$ cat config.mk
export PLATFORM = sky130hd
export DESIGN_NAME = fetch_unit
export DESIGN_NICKNAME = d
export VERILOG_FILES = /design/src/rtl/fetch_unit.sv
export SDC_FILE = /design/constraint.sdc
export NUM_CORES = 1
export LEC_CHECK = 0
export CORE_MARGIN = 1.5
export CORE_UTILIZATION = 50
export CTS_BUF_LIST = sky130_fd_sc_hd__clkbuf_16
export CTS_CLUSTER_DIAMETER = 50
export DETAILED_ROUTE_END_ITERATION = 8
export GPL_ROUTABILITY_DRIVEN = 0
export HOLD_SLACK_MARGIN = 0.06
export PLACE_DENSITY = 0.85
export SYNTH_ARGS = -nofsm -noshare
export SYNTH_HDL_FRONTEND = slang
export SYNTH_SLANG_ARGS = --single-unit
$ cat constraint.sdc
create_clock -name clk -period 8.3 [get_ports clk]
set_input_delay 2.075 -clock clk [delete_from_list [all_inputs] [get_ports clk]]
set_output_delay 2.075 -clock clk [all_outputs]
set_load 0.05 [all_outputs]
$ cat src/rtl/fetch_unit.sv
// +----------------------------------------------------------------------------+
// | fetch_unit: credit-limited instruction fetch with in-order response queue.  |
// | Optional halt-on-ebreak behaviour is enabled by defining FETCH_HALT_EN.     |
// | Revision: 1.0                                                               |
// +----------------------------------------------------------------------------+
`default_nettype none

module fetch_unit #(
  parameter int                 width    = 32,
  parameter int                 DEPTH    = 2,
  parameter logic [width-1:0]   RESET_PC = '0
) (
  input  logic             clk,
  input  logic             reset,
  output logic             imem_req,
  output logic [width-1:0] imem_addr,
  input  logic             imem_ready,
  input  logic             imem_rvalid,
  input  logic [width-1:0] imem_rdata,
  output logic             instr_valid,
  output logic [width-1:0] instr,
  output logic [width-1:0] instr_pc,
  input  logic             instr_ready,
  input  logic             redirect,
  input  logic [width-1:0] redirect_pc,
  output logic             ending
);

  localparam int C_PW = $clog2(DEPTH);
  localparam int C_CW = $clog2(DEPTH + 1);
  localparam int C_DW = C_CW + 3;

  localparam logic [1:0] C_ST_IDLE   = 2'd0;
  localparam logic [1:0] C_ST_RUN    = 2'd1;
  localparam logic [1:0] C_ST_HALTED = 2'd2;

  localparam logic [C_PW-1:0] C_LAST_PTR = C_PW'(DEPTH - 1);
  localparam logic [C_CW:0]   C_DEPTH    = (C_CW + 1)'(DEPTH);

  logic [1:0]       state_q, state_d;
  logic [width-1:0] pc_q, pc_d;
  logic [width-1:0] resp_pc_q, resp_pc_d;
  logic [width-1:0] data_q [DEPTH];
  logic [width-1:0] data_d [DEPTH];
  logic [width-1:0] addr_q [DEPTH];
  logic [width-1:0] addr_d [DEPTH];
  logic [C_PW-1:0]  rd_ptr_q, rd_ptr_d;
  logic [C_PW-1:0]  wr_ptr_q, wr_ptr_d;
  logic [C_CW-1:0]  count_q, count_d;
  logic [C_CW-1:0]  outst_q, outst_d;
  logic [C_DW-1:0]  discard_q, discard_d;

  logic             w_active;
  logic             w_redirect;
  logic             w_pop;
  logic [C_CW:0]    w_used;
  logic [C_DW-1:0]  w_inflight;
  logic             w_req;
  logic             w_req_fire;
  logic             w_rsp;
  logic             w_drop;
  logic             w_push;
  logic             w_halt;
  logic             w_flush;

  function automatic logic [C_PW-1:0] f_next(input logic [C_PW-1:0] p);
    return (p == C_LAST_PTR) ? '0 : p + C_PW'(1);
  endfunction

  assign w_active   = (state_q == C_ST_RUN);
  assign w_redirect = redirect && (state_q != C_ST_HALTED);
  assign w_pop      = instr_valid && instr_ready;

  // Credit counts the entry leaving this cycle so a full queue still streams.
  assign w_used     = (C_CW + 1)'(outst_q) + (C_CW + 1)'(count_q) - (C_CW + 1)'(w_pop);
  assign w_inflight = discard_q + C_DW'(outst_q);
  assign w_req      = w_active && (w_used < C_DEPTH) && (w_inflight != '1);
  assign w_req_fire = w_req && imem_ready;

  // A response with nothing in flight is stale (e.g. straddling reset) and is ignored.
  assign w_rsp      = imem_rvalid && (w_inflight != '0);
  assign w_drop     = w_rsp && (discard_q != '0);
  assign w_flush    = w_redirect || w_halt;
  assign w_push     = w_rsp && !w_drop && w_active && !w_flush;

`ifdef FETCH_HALT_EN
  localparam logic [width-1:0] C_EBREAK = width'(32'h0010_0073);
  assign w_halt = w_active && w_pop && !w_redirect && (instr == C_EBREAK);
  assign ending = (state_q == C_ST_HALTED);
`else
  assign w_halt = 1'b0;
  assign ending = 1'b0;
`endif

  always_comb begin
    state_d = state_q;
    case (state_q)
      C_ST_IDLE: state_d = C_ST_RUN;
      C_ST_RUN:  if (w_halt) state_d = C_ST_HALTED;
      default:   state_d = state_q;
    endcase

    pc_d      = pc_q;
    resp_pc_d = resp_pc_q;
    outst_d   = outst_q;
    discard_d = discard_q;
    if (w_redirect) begin
      pc_d      = redirect_pc;
      resp_pc_d = redirect_pc;
      outst_d   = '0;
      discard_d = w_inflight + C_DW'(w_req_fire) - C_DW'(w_rsp);
    end else begin
      if (w_req_fire) pc_d = pc_q + width'(1);
      outst_d = outst_q + C_CW'(w_req_fire);
      if (w_drop) begin
        discard_d = discard_q - C_DW'(1);
      end else if (w_rsp) begin
        outst_d   = outst_d - C_CW'(1);
        resp_pc_d = resp_pc_q + width'(1);
      end
    end

    data_d   = data_q;
    addr_d   = addr_q;
    rd_ptr_d = rd_ptr_q;
    wr_ptr_d = wr_ptr_q;
    count_d  = count_q;
    if (w_flush) begin
      rd_ptr_d = '0;
      wr_ptr_d = '0;
      count_d  = '0;
    end else begin
      if (w_push) begin
        data_d[wr_ptr_q] = imem_rdata;
        addr_d[wr_ptr_q] = resp_pc_q;
        wr_ptr_d         = f_next(wr_ptr_q);
      end
      if (w_pop) rd_ptr_d = f_next(rd_ptr_q);
      count_d = count_q + C_CW'(w_push) - C_CW'(w_pop);
    end
  end

  always_ff @(posedge clk) begin
    if (reset) begin
      state_q   <= C_ST_IDLE;
      pc_q      <= RESET_PC;
      resp_pc_q <= RESET_PC;
      rd_ptr_q  <= '0;
      wr_ptr_q  <= '0;
      count_q   <= '0;
      outst_q   <= '0;
      discard_q <= '0;
      for (int i = 0; i < DEPTH; i++) begin
        data_q[i] <= '0;
        addr_q[i] <= '0;
      end
    end else begin
      state_q   <= state_d;
      pc_q      <= pc_d;
      resp_pc_q <= resp_pc_d;
      rd_ptr_q  <= rd_ptr_d;
      wr_ptr_q  <= wr_ptr_d;
      count_q   <= count_d;
      outst_q   <= outst_d;
      discard_q <= discard_d;
      for (int i = 0; i < DEPTH; i++) begin
        data_q[i] <= data_d[i];
        addr_q[i] <= addr_d[i];
      end
    end
  end

  assign instr_valid = (count_q != '0);
  assign instr       = data_q[rd_ptr_q];
  assign instr_pc    = addr_q[rd_ptr_q];
  assign imem_req    = w_req;
  assign imem_addr   = pc_q;

endmodule

`default_nettype wire

# Word level (Yosys, flattened, before mapping)
# Index checks and enable logic that the tools add are counted.
[totals]
register_bits = 204
input_bits = 70
out_inout_bits = 99
elab_cells = 78
[op_classes]
addsub = 14
magnitude_cmp = 4
eq_ne = 2
muxes = 21
n_bitwise = 3
reduce_logical = 22
[op_table]
columns = ["op", "count"]
rows = [
  ["32-bit 2-to-1 mux", 12],
  ["64-bit bitwise mux", 2],
  ["32-bit by 1-bit adder with 32-bit output (second input constant)", 2],
  ["32-bit demux with 1-bit select", 1],
  ["1-bit logical AND", 10],
  ["5-bit 2-to-1 mux", 2],
  ["5-bit nonzero test", 2],
  ["2-bit nonzero test", 4],
  ["5-bit by 1-bit adder with 5-bit output", 1],
  ["5-bit by 2-bit adder with 5-bit output", 1],
  ["5-bit != test (second input constant)", 1],
  ["5-bit by 1-bit subtractor with 5-bit output", 1],
  ["5-bit by 1-bit subtractor with 5-bit output (second input constant)", 1],
  ["2-bit by 1-bit adder with 2-bit output", 2],
  ["2-bit greater-or-equal comparator (second input constant)", 2],
  ["2-bit 2-to-1 mux", 2],
  ["1-bit inverter with 2-bit output", 2],
  ["2-bit AND reduction", 2],
  ["2-bit by 2-bit adder with 3-bit output", 1],
  ["3-bit by 2-bit < comparator with 1-bit output (second input constant)", 1],
  ["3-bit by 1-bit subtractor with 3-bit output", 1],
  ["1-bit adder (second input constant)", 2],
  ["1-bit zero test", 2],
  ["2-bit zero test", 1],
  ["other kinds (7)", 8],
]

# Logic depth before layout (Yosys ltp)
# Gate-level depths: netlist of the first run.
[depth]
depth_word = 11
depth_mapped = 18
ltp_nobuf = 18

# Least setup slack after synthesis of the first run
# OpenSTA, ideal clock, no wires.
[synth_path]
path_type = "input to output"
startpoint = "in instr_ready"
endpoint = "out imem_req"
arrival_ns = 3.832
required_ns = 6.225
slack_ns = 2.393
path_stages = 7
n_path_buf = 0
cell_sequence = "and2_1 -> ha_1 -> nand2b_1 -> fa_1 -> xor2_1 -> and3_1 -> and2_1"
[synth_via]
elab_chain_len = 5
[synth_rtl]
columns = ["item", "line_no", "rtl"]
rows = [
  ["from (decl)", "23", "input logic instr_ready,"],
  ["1-bit logical AND", "72", "assign w_pop = instr_valid && instr_ready;"],
  ["3-bit by 1-bit subtractor with 3-bit output", "75", "assign w_used = (C_CW + 1)'(outst_q) + (C_CW + 1)'(count_q) - (C_CW + 1)'(w_pop);"],
  ["3-bit by 2-bit < comparator with 1-bit output", "77", "assign w_req = w_active && (w_used < C_DEPTH) && (w_inflight != '1);"],
  ["1-bit logical AND (2 in a row)", "77", ""],
  ["to (decl)", "15", "output logic imem_req,"],
]
# No other way between the ends.

# Final worst setup path of the first run
[layout_path]
startpoint = "in instr_ready"
endpoint = "out imem_req"
[layout_via]
elab_chain_len = 5
[layout_rtl]
columns = ["item", "line_no", "rtl"]
rows = [
  ["1-bit logical AND", "72", ""],
  ["via w_pop", "55", "logic w_pop;"],
  ["3-bit by 1-bit subtractor with 3-bit output", "75", ""],
  ["3-bit by 2-bit < comparator with 1-bit output", "77", ""],
  ["1-bit logical AND (2 in a row)", "77", ""],
]
# The timed path passes the listed nets, and every way through them passes these cells.

==> impl_summary.txt, run 1 <==
----------------------------------------------------
[Synthesis]
  Synth Instances ... 1144
  Number of enable flip-flop cells after synthesis ... 0
  Sequential element share of the synthesized area ... 0.417
  Yosys warning total ... 0
  Number of distinct library cell variants in the gate-level netlist after synthesis ... 54
  Syn Std Cell Area ... 9800 um^2
  Main synth FF type ... sky130_fd_sc_hd__dfxtp_1
  Flops & latches, synth ... 204
  Syn avg cell area ... 8.57 um^2
  Net count after synthesis ... 1234
  Synth async-reset ratio ... 0

[Setup path]
  Arrival time worst endpoint ... 4910 ps
  Largest fanout on the critical path ... 3
  Cell depth of the worst flop-to-flop path ... 16
  Kind of end point of the critical path ... output pin
  Crit Path Category ... primary input to output pin
  Required time of the critical path ... 6230 ps
  Startpoint types ... primary input

[Routing]
  First-iteration detailed-routing DRC count ... 580
  Antenna violation net count after detailed routing ... 0
  DRC errors left ... 0
  Wire length on met2 ... 12400 um
  Highest metal layer used by the detailed router ... met4
  Post-detailed-route wirelength per cell ... 16.4 um
  Number of search-and-repair iterations in the first detailed-routing pass ... 5
  Number of vias in the routed layout ... 8631
  Detailed-routed wire length on met3 ... 1560 um
  Via density ... 5.56
  Metal-1 WL ... 10800 um
  Total detailed-routing wirelength ... 25500 um

[Power and ir drop]
  Net Sw Frac ... 0.312
  Cell internal pwr ... 1.81 mW
  Relative contribution of sequential cells to total power ... 0.414
  Logic pwr share ... 0.213
  Total power per unit cell area ... 215 nW/um^2
  Switching power of the nets ... 0.821 mW
  Post-route total power ... 2.64 mW
  Reported leakage power ... 4.26 nW
  Clock power frac ... 0.373
  Maximum vdd ir drop ... 178 uV

[Timing]
  Worst Skew ... 16.6 ps
  Worst-margin pin slew ... 1040 ps
  Final-layout setup total negative slack ... 0 ps
  Final setup fails ... 0
  RSZ-0062 raised after global routing ... no
  Final worst-path setup slack ... 1320 ps
  Final critical delay including setup and external delays ... 6980 ps
  Peak clock frequency supported by timing ... 143 MHz
  Final hold viol count ... 0
  Slew Limit Fails ... 0
  Share of the clock period used by the worst path ... 0.841
  Relative slew slack ... 0.305

[CTS]
  Post-cts repair resize count ... 0
  TritonCTS clock tree ... built
  Total of hold buffers inserted after clock tree synthesis ... 0
  Number of setup buffers added after CTS ... 0
  Clk sinks ... 204
  CTS buffer count ... 25
  Htree depth ... 1
  Source-to-sink clock delay at the later pin of the worst-skew pair ... 520 ps
  Number of buffers between clock root and the deepest sink ... 3
  Root buffer cell ... sky130_fd_sc_hd__clkbuf_16
  CTS clock-pin slew for the worst setup and hold paths ... 60 ps

[Min path]
  Number of instances on the worst hold path ... 2
  Worst hold path type ... flop to flop

[Die]
  Overall die area ... 20500 um^2
  Site row count ... 51
  CORE AREA ... 19300 um^2
  Die span in x ... 143 um
  Top Ports ... 169
  Initial core utilization ... 0.507
  Overall die height ... 143 um

[Final layout]
  Final non-filler cell area ... 12300 um^2
  Area overhead of the layout relative to synthesis ... 25.0%
  Filler instances ... 1626
  Number of nets in the layout ... 1360
  Antenna Cells ... 0
  Non-filler cells in the finished layout ... 1553
  Ratio of cells with drive above 1 in the final layout ... 0.0994

[Global route]
  Pin count of the biggest net entering global routing ... 91
  GRT overflow ... 0
  Initial antenna violation count ... 0
  Gr usage total ... 0.247
  Number of global-route vias before repair ... 8227
  Wire length of the first global-routing pass ... 41000 um

[Run status]
  Status ... finished clean

[Placed design]
  Place WS ... 1330 ps
  Total of buffers placed on input and output ports ... 167
  DP Cell Count ... 1508
  Cell area after placement ... 11500 um^2
  HPWL after DPL ... 16800 um

[Flow run]
  Max-cap check violation count ... 0

----------------------------------------------------
[cell type report]
class	count	area, um^2	area share
multi-input combinational	842	5270	0.430
sequential	204	4090	0.333
timing repair buffer	179	1760	0.144
clock buffer	25	626	0.0510
tap	265	332	0.0270
clock inverter	20	118	0.00959
inverter	18	67.6	0.00551
[Yosys cell counts, drive strengths merged (2+ instances only)]
cell	count	area, um^2
nand3	25	125
a211oi	2	15.0
and4	16	140
nand4	40	265
xnor2	23	201
nand4b	3	26.3
nor2	10	37.5
nor4b	2	32.5
clkbuf	48	180
dfxtp	204	4080
ha	17	213
xor2	47	412
mux2i	3	30.0
fa	3	60.1
nand2	276	1040
a21boi	52	390
o21a	38	285
and2	12	75.1
or3	2	12.5
nor3	13	70.1
and3	11	68.8
nor3b	3	22.5
a21oi	140	701
mux2	65	732
nor4	10	77.6
inv	17	63.8
buf	32	213
o21ai	6	30.0
or2	2	12.5
o31a	5	43.8
[power groups by stage]
stage          sequential, mW  clock [mW]  combinational, mW
3_3_place_gp             1.11           0              0.538
6_report                 1.09       0.982              0.563
3_5_place_dp             1.11           0              0.551
5_1_grt                  1.10        1.04              0.612
2_1_floorplan            1.12           0              0.380
4_1_cts                  1.09       0.997              0.561
[worst paths after layout]
path                            slack [ps]            to         from
worst min-delay path                   450    data_q[39]   data_q[39]
worst min register to register         450    data_q[39]   data_q[39]
worst max-delay path                  1320      imem_req  instr_ready
worst max register to register        3920  discard_q[4]   outst_q[1]
[cell usage in the layout (no fill, tap or decap), types with 6 or more instances in the layout]
master and count:
sky130_fd_sc_hd__clkbuf_16 25, sky130_fd_sc_hd__buf_4 13, sky130_fd_sc_hd__nor2_1 10, sky130_fd_sc_hd__xor2_1 47, sky130_fd_sc_hd__and4_1 15, sky130_fd_sc_hd__xnor2_1 23
sky130_fd_sc_hd__o21a_1 38, sky130_fd_sc_hd__a21boi_0 49, sky130_fd_sc_hd__nor3_1 12, sky130_fd_sc_hd__o21ai_0 6, sky130_fd_sc_hd__nand2_1 276, sky130_fd_sc_hd__nand4_1 39
sky130_fd_sc_hd__a21oi_1 140, sky130_fd_sc_hd__dfxtp_1 203, sky130_fd_sc_hd__inv_1 19, sky130_fd_sc_hd__mux2_2 65, sky130_fd_sc_hd__nand3_1 25, sky130_fd_sc_hd__nor4_1 8
sky130_fd_sc_hd__and3_1 11, sky130_fd_sc_hd__clkdlybuf4s50_1 166, sky130_fd_sc_hd__clkinv_1 6, sky130_fd_sc_hd__ha_1 17, sky130_fd_sc_hd__and2_1 12
[registers in the layout, indices dropped and copies added (netlist names)]
| register | flops |
|---|---|
| data_q | 64 |
| imem_addr | 32 |
| wr_ptr_q | 1 |
| count_q | 2 |
| resp_pc_q | 32 |
| rd_ptr_q | 1 |
| outst_q | 2 |
| addr_q | 64 |
| state_q | 1 |
| discard_q | 5 |
[critical path: stages]
cell and delay (ps):
sky130_fd_sc_hd__clkdlybuf4s50_1 450, sky130_fd_sc_hd__and2_1 190, sky130_fd_sc_hd__ha_1 240, sky130_fd_sc_hd__nand2b_1 150, sky130_fd_sc_hd__fa_1 410, sky130_fd_sc_hd__xor2_1 240, sky130_fd_sc_hd__and3_1 220, sky130_fd_sc_hd__and2_1 140
sky130_fd_sc_hd__clkdlybuf4s50_1 800
[logic make-up (layout without fill, tap and decap cells)]
logic type | count (synthesis) | in the layout | synth area share
AOI/OAI and AO/OA | 252 | 252 | 0.157
xor gates and xnor gates | 70 | 70 | 0.0625
adders and majority gates | 20 | 20 | 0.0278
buffers and inverters | 98 | 242 | 0.0470
DFF | 204 | 204 | 0.417
muxes | 68 | 68 | 0.0777
other | 1 | 1 | 0.000382
and+or+nand+nor | 431 | 431 | 0.211
[metal layers]
layer | vias to the layer above | global-route usage
li1 | 4210 | -
met1 | 4080 | 0.313
met2 | 281 | 0.427
met3 | 60 | 0.0362
met4 | 0 | 0.0836
met5 | - | 0
[metrics by stage]
step,hold slack [ps],utilization
2_1_floorplan,433,-
3_3_place_gp,438,0.596
3_5_place_dp,446,0.596
4_1_cts,454,0.634
5_1_grt,467,0.634
6_report,452,0.634
Power figures use the tool's default switching activity.
==> inputs of run 2 (changes only) <==
Clock period 8.3 ns to 6.75 ns, I/O delays scaled along.
==> run 2 against run 1 <==
Via count increased by 1.0%. Global-route usage barely moved. Sequential cell count did not move. Sequential share of layout area fell by 0.13 points. Die area did not move. Worst setup slack worse by 770 ps. Power is 25% higher. Clock skew about the same. Non-clock buffer count up 1. Highest routed layer unchanged.
==> impl_summary.txt, run 2 (synthesis results as in run 1) <==
----------------------------------------------------
[Run status]
  Status ... finished clean

[Final layout]
  Multi-input logic area ... 5270 um^2 (unchanged)
  Largest registers ... addr_q (64), data_q (64)
  Antenna Cells ... 0 (unchanged)
  Ratio of cells with drive above 1 in the final layout ... 0.0973 (-0.00210)
  Filler instances ... 1628 (+0.12%)
  Highest-count cells in the layout ignoring fill and taps ... sky130_fd_sc_hd__nand2_1, sky130_fd_sc_hd__dfxtp_1, sky130_fd_sc_hd__clkdlybuf4s50_1
  Final Util ... 0.636 (+0.00246)
  Most common library cell in the layout ignoring fill and taps ... sky130_fd_sc_hd__nand2_1
  Sequential Area ... 4090 um^2 (unchanged)
  Number of nets in the layout ... 1361 (+0.074%)
  Area overhead of the layout relative to synthesis ... 25.5%

[Min path]
  Worst hold path type ... flop to flop

[Die]
  Site row count ... 51 (unchanged)
  Initial core utilization ... 0.507 (unchanged)
  Top Ports ... 169 (unchanged)
  CORE AREA ... 19300 um^2 (unchanged)
  Overall die height ... 143 um (unchanged)
  Overall die area ... 20500 um^2 (unchanged)
  Die span in x ... 143 um (unchanged)

[Global route]
  Global routing's busiest layer ... met2
  Pin count of the biggest net entering global routing ... 112 (+23%)
  GRT overflow ... 0 (unchanged)
  GR Util met1 ... 0.308 (-0.00525)
  Gr usage total ... 0.247 (about the same)
  GR met2 Demand/Resource ... 0.421 (-0.00585)
  Met3 global-route usage ... 0.0372 (+0.00101)
  Wire length of the first global-routing pass ... 41000 um (about the same)
  Number of global-route vias before repair ... 8394 (+2.0%)
  Initial antenna violation count ... 0 (unchanged)

[Placed design]
  Total of buffers placed on input and output ports ... 167 (unchanged)
  Place WS ... 561 ps (-773 ps)
  HPWL after DPL ... 17000 um (+1.1%)

[Setup path]
  Critical path's top delay family ... buffers and inverters
  CP Launch Point ... instr_ready
  Total stage count of the critical path ... 9 (unchanged)
  Arrival time worst endpoint ... 4520 ps (-390 ps)
  List of cells traversed by the critical path ... clkdlybuf4s50_1 > and2_1 > ha_1 > nand2b_1 > fa_1 > xor2_1 > and3_1 > and2_1 > clkdlybuf4s50_1
  Reg2Reg Setup Slack ... 2610 ps (-1310 ps)
  Critical Path Slowest Stage Cell ... sky130_fd_sc_hd__clkdlybuf4s50_1
  Maximum single-stage delay on the critical path ... 800 ps (about the same)
  Largest fanout on the critical path ... 3 (unchanged)
  Kind of end point of the critical path ... output pin
  Startpoint types ... primary input
  Worst reg2reg endpoint ... discard_q[4]
  Worst setup path endpoint ... imem_req
  Crit Path Category ... primary input to output pin
  Startpoint of the lowest-slack register-to-register path ... outst_q[1]
  Buffers plus inverters on the worst setup path ... 2 (unchanged)
  Cell depth of the worst flop-to-flop path ... 16 (unchanged)
  Required time of the critical path ... 5060 ps (-1170 ps)

[CTS]
  Number of setup buffers added after CTS ... 0 (unchanged)
  TritonCTS clock tree ... built
  Total of hold buffers inserted after clock tree synthesis ... 0 (unchanged)
  CTS clock-pin slew for the worst setup and hold paths ... 50 ps (about the same)
  Source-to-sink clock delay at the later pin of the worst-skew pair ... 510 ps (about the same)
  Clk sinks ... 204 (unchanged)
  Number of buffers between clock root and the deepest sink ... 3 (unchanged)
  Post-cts repair resize count ... 0 (unchanged)
  Htree depth ... 1 (unchanged)
  CTS buffer count ... 25 (unchanged)
  Root buffer cell ... sky130_fd_sc_hd__clkbuf_16

[Routing]
  Number of search-and-repair iterations in the first detailed-routing pass ... 5 (unchanged)
  First-iteration detailed-routing DRC count ... 521 (-10%)
  Post-detailed-route wirelength per cell ... 16.7 um (+1.3%)
  Number of vias in the routed layout ... 8717 (+1.0%)
  Antenna violation net count after detailed routing ... 0 (unchanged)
  Via density ... 5.62 (+1.2%)
  Total detailed-routing wirelength ... 25800 um (+1.1%)
  DRC errors left ... 0 (unchanged)

[Timing]
  Final-layout setup total negative slack ... 0 ps (unchanged)
  Peak clock frequency supported by timing ... 161 MHz
  Final worst-path setup slack ... 545 ps (-772 ps)
  Relative slew slack ... 0.243 (-0.0617)
  Worst-margin pin slew ... 1140 ps (+98.9 ps)
  Final setup fails ... 0 (unchanged)
  Share of the clock period used by the worst path ... 0.919
  Final critical delay including setup and external delays ... 6200 ps
  RSZ-0062 raised after global routing ... no
  Slew Limit Fails ... 0 (unchanged)
  Final hold viol count ... 0 (unchanged)
  Worst Skew ... 16.1 ps (-0.459 ps)

[Power and ir drop]
  Total power per unit cell area ... 269 nW/um^2 (+25%)
  Reported leakage power ... 4.29 nW (+0.55%)
  Maximum vdd ir drop ... 201 uV (+13%)

[Flow run]
  Max-cap check violation count ... 0 (unchanged)

----------------------------------------------------
## run 2: per-layer routing
layer,vias up,share of wire
li1,4204,-
met3,68,0.071
met4,0,0.039
met5,-,0
met2,328,0.47
met1,4117,0.42
## run 2: worst min-delay path by stage
stage,startpoint,to,slack [ps],cells after the start
detailed placement,data_q[27],data_q[27],440,2
global route,addr_q[49],addr_q[49],470,2
finish,addr_q[45],addr_q[45],450,2
floorplan,addr_q[0],addr_q[0],430,2
CTS,data_q[27],data_q[27],450,2
global placement,data_q[5],data_q[5],440,2
## run 2: final cells by class
type | instances | share of cell area
Clock inverter | 16 | 0.0128
Multi-Input combinational cell | 842 | 0.428
Sequential cell | 204 | 0.332
Inverter | 18 | 0.00549
Timing Repair Buffer | 180 | 0.144
Clock buffer | 25 | 0.0508
Tap cell | 265 | 0.0269
## run 2: tightest hold or removal path, stage by stage (launching register included)
cell and delay (ps):
sky130_fd_sc_hd__dfxtp_1 300, sky130_fd_sc_hd__nand2_1 50, sky130_fd_sc_hd__a21oi_1 50
## run 2: power by group
part	internal, mW	leakage (nW)	switching, mW
Clock	0.782	0.398	0.497
Sequential	1.26	1.66	0.0775
Combinational	0.284	2.23	0.400
Total	2.33	4.29	0.975
## run 2: through the flow
stage | total power [mW] | hold WS [ps] | std cells | area (um^2)
global placement | 2.02 | 438 | 1509 | 11500
detailed placement | 2.04 | 443 | 1509 | 11500
floorplan | 1.85 | 433 | 1144 | 9800
CTS | 3.32 | 452 | 1550 | 12300
global route | 3.44 | 465 | 1550 | 12300
finish | 3.31 | 452 | 1550 | 12300
